==> src/rtl/i2s_rx.sv <==
// I2S master receiver: generates SCK/WS from clk, deserialises Philips-format
// I2S from a stereo MEMS mic pair and emits one valid pulse per frame.
`timescale 1ns/1ps

module i2s_rx #(
  parameter int unsigned CLK_DIV   = 16,
  parameter int unsigned SLOT_BITS = 32,
  parameter int unsigned DATA_BITS = 24
) (
  input  logic                 clk,
  input  logic                 rst,
  input  logic                 en,
  input  logic                 sd,
  output logic                 sck,
  output logic                 ws,
  output logic [DATA_BITS-1:0] left_data,
  output logic [DATA_BITS-1:0] right_data,
  output logic                 valid
);

  localparam int unsigned DivW = (CLK_DIV > 1) ? $clog2(CLK_DIV) : 1;
  localparam int unsigned BitW = $clog2(2 * SLOT_BITS);

  localparam logic [DivW-1:0] DivLast = DivW'(CLK_DIV - 1);
  localparam logic [BitW-1:0] BitLast = BitW'(2 * SLOT_BITS - 1);
  localparam logic [BitW-1:0] SlotEnd = BitW'(SLOT_BITS);

  logic                 sd_meta_q, sd_meta_d;
  logic                 sd_sync_q, sd_sync_d;
  logic [DivW-1:0]      div_cnt_q, div_cnt_d;
  logic                 sck_q, sck_d;
  logic                 ws_q, ws_d;
  logic [BitW-1:0]      bit_cnt_q, bit_cnt_d;
  logic [SLOT_BITS-2:0] shift_q, shift_d;
  logic [DATA_BITS-1:0] hold_q, hold_d;
  logic                 primed_q, primed_d;
  logic                 valid_q, valid_d;
  logic [DATA_BITS-1:0] left_q, left_d;
  logic [DATA_BITS-1:0] right_q, right_d;

  logic                 toggle;
  logic                 fall;
  logic [SLOT_BITS-1:0] slot_word;

  // Two-flop synchroniser for the asynchronous mic data.
  always_comb begin
    sd_meta_d = sd;
    sd_sync_d = sd_meta_q;
  end

  // Clock divider, SCK generation, bit counter and word select.
  always_comb begin
    toggle    = en && (div_cnt_q == DivLast);
    fall      = toggle && sck_q;
    div_cnt_d = (!en || toggle) ? '0 : div_cnt_q + DivW'(1);
    sck_d     = en ? (sck_q ^ toggle) : 1'b0;
    bit_cnt_d = bit_cnt_q;
    if (!en) begin
      bit_cnt_d = '0;
    end else if (fall) begin
      bit_cnt_d = (bit_cnt_q == BitLast) ? '0 : bit_cnt_q + BitW'(1);
    end
    // Follows the counter, so WS only moves on an SCK fall.
    ws_d = (bit_cnt_d >= SlotEnd);
  end

  // Shift in data on each SCK fall, latch left slot, publish the stereo pair.
  always_comb begin
    // Full slot as it stands once this cycle's bit is included.
    slot_word  = {shift_q, sd_sync_q};
    shift_d    = fall ? slot_word[SLOT_BITS-2:0] : shift_q;
    hold_d     = hold_q;
    primed_d   = primed_q;
    valid_d    = 1'b0;
    left_d     = left_q;
    right_d    = right_q;
    if (!en) begin
      primed_d = 1'b0;
    end else if (fall) begin
      if (bit_cnt_q == SlotEnd) begin
        hold_d   = slot_word[SLOT_BITS-1 -: DATA_BITS];
        primed_d = 1'b1;
      end
      // k==0 carries the right slot's last bit; only publish a complete frame.
      if ((bit_cnt_q == '0) && primed_q) begin
        valid_d = 1'b1;
        left_d  = hold_q;
        right_d = slot_word[SLOT_BITS-1 -: DATA_BITS];
      end
    end
  end

  // State registers.
  always_ff @(posedge clk or posedge rst) begin
    if (rst) begin
      sd_meta_q <= 1'b0;
      sd_sync_q <= 1'b0;
      div_cnt_q <= '0;
      sck_q     <= 1'b0;
      ws_q      <= 1'b0;
      bit_cnt_q <= '0;
      shift_q   <= '0;
      hold_q    <= '0;
      primed_q  <= 1'b0;
      valid_q   <= 1'b0;
      left_q    <= '0;
      right_q   <= '0;
    end else begin
      sd_meta_q <= sd_meta_d;
      sd_sync_q <= sd_sync_d;
      div_cnt_q <= div_cnt_d;
      sck_q     <= sck_d;
      ws_q      <= ws_d;
      bit_cnt_q <= bit_cnt_d;
      shift_q   <= shift_d;
      hold_q    <= hold_d;
      primed_q  <= primed_d;
      valid_q   <= valid_d;
      left_q    <= left_d;
      right_q   <= right_d;
    end
  end

  assign sck        = sck_q;
  assign ws         = ws_q;
  assign valid      = valid_q;
  assign left_data  = left_q;
  assign right_data = right_q;

endmodule
==> config.mk <==
export PLATFORM = sky130hd
export DESIGN_NAME = i2s_rx
export DESIGN_NICKNAME = d
export VERILOG_FILES = /design/src/rtl/i2s_rx.sv
export SDC_FILE = /design/constraint.sdc
export NUM_CORES = 1
export LEC_CHECK = 0
export BUFFER_PORTS_ARGS = -buffer_cell sky130_fd_sc_hd__buf_2
export CELL_PAD_IN_SITES_DETAIL_PLACEMENT = 0
export CELL_PAD_IN_SITES_GLOBAL_PLACEMENT = 2
export CORE_MARGIN = 2
export CORE_UTILIZATION = 30
export CTS_BUF_LIST = sky130_fd_sc_hd__clkbuf_4
export DETAILED_ROUTE_END_ITERATION = 10
export GPL_ROUTABILITY_DRIVEN = 0
export PLACE_DENSITY_LB_ADDON = 0.12
export SYNTH_ARGS = -nofsm -noshare
export SYNTH_HDL_FRONTEND = slang
export SYNTH_SLANG_ARGS = --single-unit
==> constraint.sdc <==
create_clock -name clk -period 5.2 [get_ports clk]
set_input_delay 0.78 -clock clk [delete_from_list [all_inputs] [get_ports clk]]
set_output_delay 0.78 -clock clk [all_outputs]
set_load 0.02 [all_outputs]
==> impl_metrics.prom <==
# TYPE chip_impl_metric gauge
chip_impl_info{name="status",value="completed"} 1
chip_impl_metric{name="wl_per_cell",unit="µm"} 15.1
chip_impl_metric{name="power.density_cell_area",unit="mW/mm²"} 297
chip_impl_info{name="yosys-top-cells-area",value="dfrtp_1 (66%), mux2_2 (23%), mux2_4 (3.0%)"} 1
chip_impl_metric{name="final.setup.tns",unit="ns"} 0
chip_impl_metric{name="ys_types",unit=""} 25
chip_impl_metric{name="fin_skew",unit="ns"} 0.0128
chip_impl_metric{name="syn_inst",unit=""} 282
chip_impl_info{name="synthFlopType",value="dfrtp_1"} 1
chip_impl_metric{name="gr-usage-all-layers",unit="%"} 11.2
chip_impl_metric{name="clock_latency",unit="ns"} 0.52
chip_impl_metric{name="die_area",unit="mm²"} 0.0161
chip_impl_metric{name="cts_hold_buf",unit=""} 0
chip_impl_metric{name="design_area",unit="mm²"} 0.00525
chip_impl_metric{name="antenna_cells_inserted",unit=""} 0
chip_impl_metric{name="grt_overflow",unit=""} 0
chip_impl_metric{name="drt_iter0_markers",unit=""} 100
chip_impl_metric{name="placedInstanceArea",unit="mm²"} 0.00501
chip_impl_metric{name="initial_core_util",unit="%"} 31.0
chip_impl_metric{name="critical_path_required",unit="ns"} 5.60
chip_impl_info{name="synthTopCellsByCount",value="dfrtp_1 (119), mux2_2 (94), mux2_4 (9), nor2_1 (9), buf_2 (7)"} 1
chip_impl_info{name="holdCritPathClass",value="flop to flop"} 1
chip_impl_metric{name="leakagePower",unit="nW"} 2.87
chip_impl_metric{name="timing_worst_slew_pin_value",unit="ns"} 0.855
chip_impl_metric{name="final_hold_viol_count",unit=""} 0
chip_impl_metric{name="detailroute.via_count",unit=""} 2486
chip_impl_metric{name="timing.max_cap.violations",unit=""} 0
chip_impl_metric{name="finalMaxSlewViolations",unit=""} 0
chip_impl_metric{name="max_freq",unit="MHz"} 343
chip_impl_metric{name="worst_path_fanout_max",unit=""} 38
chip_impl_metric{name="final_net_count",unit=""} 356
chip_impl_metric{name="synthToLayoutAreaGrowth",unit="%"} 15.9
chip_impl_metric{name="maximum_number_of_pins_on_one_net_before_global_route_repair",unit=""} 70
chip_impl_metric{name="fp.coreArea",unit="mm²"} 0.0146
chip_impl_info{name="cell_with_the_most_instances_after_synthesis",value="dfrtp_1"} 1
chip_impl_metric{name="synth_nets",unit=""} 290
chip_impl_metric{name="max_slew_margin",unit="%"} 43.0
chip_impl_metric{name="htree_levels",unit=""} 4
chip_impl_info{name="criticalPathCategory",value="flop to flop"} 1
chip_impl_info{name="synth_top_cell_by_area",value="dfrtp_1"} 1
chip_impl_metric{name="synth-async-reset-ratio",unit="%"} 100
chip_impl_metric{name="min_path_cells",unit=""} 0
chip_impl_metric{name="cts_setup_buffers",unit=""} 0
chip_impl_metric{name="edff_count_synth",unit=""} 0
chip_impl_metric{name="cp.arrival",unit="ns"} 3.31
chip_impl_metric{name="detailed_route_vias_per_instance",unit=""} 4.56
chip_impl_metric{name="synth_top_area_share",unit="%"} 65.7
chip_impl_info{name="grt_setup_unrepaired",value="no"} 1
chip_impl_metric{name="drc",unit=""} 0
chip_impl_metric{name="ir_drop",unit="V"} 0.000111
chip_impl_metric{name="synthesis.area_per_instance",unit="µm²"} 16.1
chip_impl_metric{name="dp_hpwl",unit="µm"} 4950
chip_impl_metric{name="grt_pass1_wl",unit="µm"} 13900
chip_impl_metric{name="synth_seq_area_share",unit="%"} 65.7
chip_impl_metric{name="routed_wirelength",unit="µm"} 8250
chip_impl_metric{name="ys_ff_latch",unit=""} 119
chip_impl_metric{name="reg2regPathDepth",unit=""} 8
chip_impl_metric{name="antenna_violations_before_repair",unit=""} 0
chip_impl_metric{name="port-buffer-count",unit=""} 54
chip_impl_metric{name="syn_area",unit="mm²"} 0.00453
chip_impl_metric{name="drt.antenna.violating_nets",unit=""} 0
chip_impl_metric{name="timing.final.setup_violations",unit=""} 0
chip_impl_info{name="cts_tree",value="built"} 1
chip_impl_info{name="crit_path_end_kind",value="flop"} 1
chip_impl_metric{name="ioPinCount",unit=""} 55
chip_impl_metric{name="tritoncts.num_buffers",unit=""} 17
chip_impl_metric{name="post_route_cells_drive_above_1_share",unit="%"} 52.6
chip_impl_metric{name="finalCoreUtilization",unit="%"} 35.9
chip_impl_metric{name="final_worst_path_period_need",unit="ns"} 2.91
chip_impl_metric{name="cts_resized",unit=""} 0
chip_impl_metric{name="die_y",unit="µm"} 127
chip_impl_metric{name="row_count",unit=""} 44
chip_impl_metric{name="clock_sinks",unit=""} 119
chip_impl_metric{name="ys_warn_count",unit=""} 0
chip_impl_metric{name="min_period_over_period",unit="%"} 56.0
chip_impl_metric{name="clock_path_buffers",unit=""} 2
chip_impl_info{name="ctsRootBufferMaster",value="clkbuf_4"} 1
chip_impl_metric{name="die_x",unit="µm"} 127
chip_impl_info{name="crit_path_start_kind",value="flop"} 1
chip_impl_metric{name="first_global_vias",unit=""} 2536
chip_impl_metric{name="path_clk_slew",unit="ns"} 0.10
chip_impl_metric{name="drt-pass1-iter-count",unit=""} 4
placed cells by master, fill, tap and decap left out:
cell	n
ha_1	3
mux2i_1	1
or3_1	1
ha_2	1
mux2_2	94
clkbuf_4	17
nand4b_1	1
and3_1	1
buf_2	54
nand2_1	6
and4b_1	1
nand4_1	3
xor2_1	3
clkinv_2	7
nand3_2	1
mux2_4	9
nand3_1	1
bufinv_16	2
xnor2_1	2
o21ai_0	3
inv_4	1
inv_1	5
dfrtp_1	119
buf_4	4
clkinv_1	6
a21oi_1	4
and4bb_1	1
and2_1	1
nor2_1	9
critical path, cell delays in order, from the launching register on:
cell	delay, ns
dfrtp_1	0.40
ha_1	0.21
nand3_1	0.13
nor2_1	0.12
ha_2	0.17
buf_4	0.41
and4b_1	0.28
nand3_2	0.57
mux2_2	0.51
layout make-up:
class,count,area [µm²]
fillers,1449,9390
repair buffers,58,300
well taps,184,230
flip-flops and latches,119,2980
inverters,6,25.0
clock inverters,15,118
clock buffers,17,128
multi-input cells,146,1480
final timing paths:
check | startpoint | slack [ns] | endpoint
worst max-delay path | div_cnt_q[0] | 2.29 | hold_q[10]
worst min-delay path | sd_meta_q | 0.37 | sd_sync_q
worst max register to register | div_cnt_q[0] | 2.29 | hold_q[10]
worst min register to register | sd_meta_q | 0.37 | sd_sync_q
max in group asynchronous | rst | 3.59 | left_data[10]
min in group asynchronous | rst | 0.41 | left_data[21]
layer usage:
layer  wire length (µm)  global-route usage, %  vias up
met5                  0                      0        -
met3                346                   4.05       17
met2               3700                   15.9       50
li1                   -                      -     1123
met4                195                   5.43        0
met1               4010                   15.3     1296
metrics by stage:
| step | hold WS, ns | cells | total power [mW] | setup slack [ns] |
|---|---|---|---|---|
| after CTS | 0.321 | 545 | 1.59 | 2.18 |
| final | 0.365 | 545 | 1.56 | 2.29 |
| after floorplan | 0.331 | 282 | 0.965 | 1.26 |
| after detailed placement | 0.346 | 513 | 0.975 | 1.84 |
| after global placement | 0.340 | 513 | 0.975 | 1.87 |
| after global routing | 0.318 | 545 | 1.64 | 2.02 |
state kept, by name, summed over array words and instances (netlist names):
name and cells:
ws 1, sd_meta_q 1, shift_q 31, hold_q 24
sd_sync_q 1, primed_q 1, div_cnt_q 4, sck 1
left_data 24, right_data 24, valid 1, bit_cnt_q 6
where the power goes:
group	switching [mW]	total, mW	internal [mW]	leakage [nW]
combinational	0.0214	0.0250	0.00361	1.07
sequential	0.00192	0.929	0.927	1.66
clock	0.335	0.604	0.269	0.143
total	0.359	1.56	1.20	2.87
cells by family after synthesis:
family                   share of synthesized area, %
flip-flops                                       65.7
multiplexers                                     26.5
AND/OR/NAND/NOR                                  3.09
buffers and inverters                            1.85
AO/OA/AOI/OAI                                   0.773
XOR/XNOR                                        0.966
adder cells (fa/ha/maj)                          1.10
(Power assumes the default switching activity.)
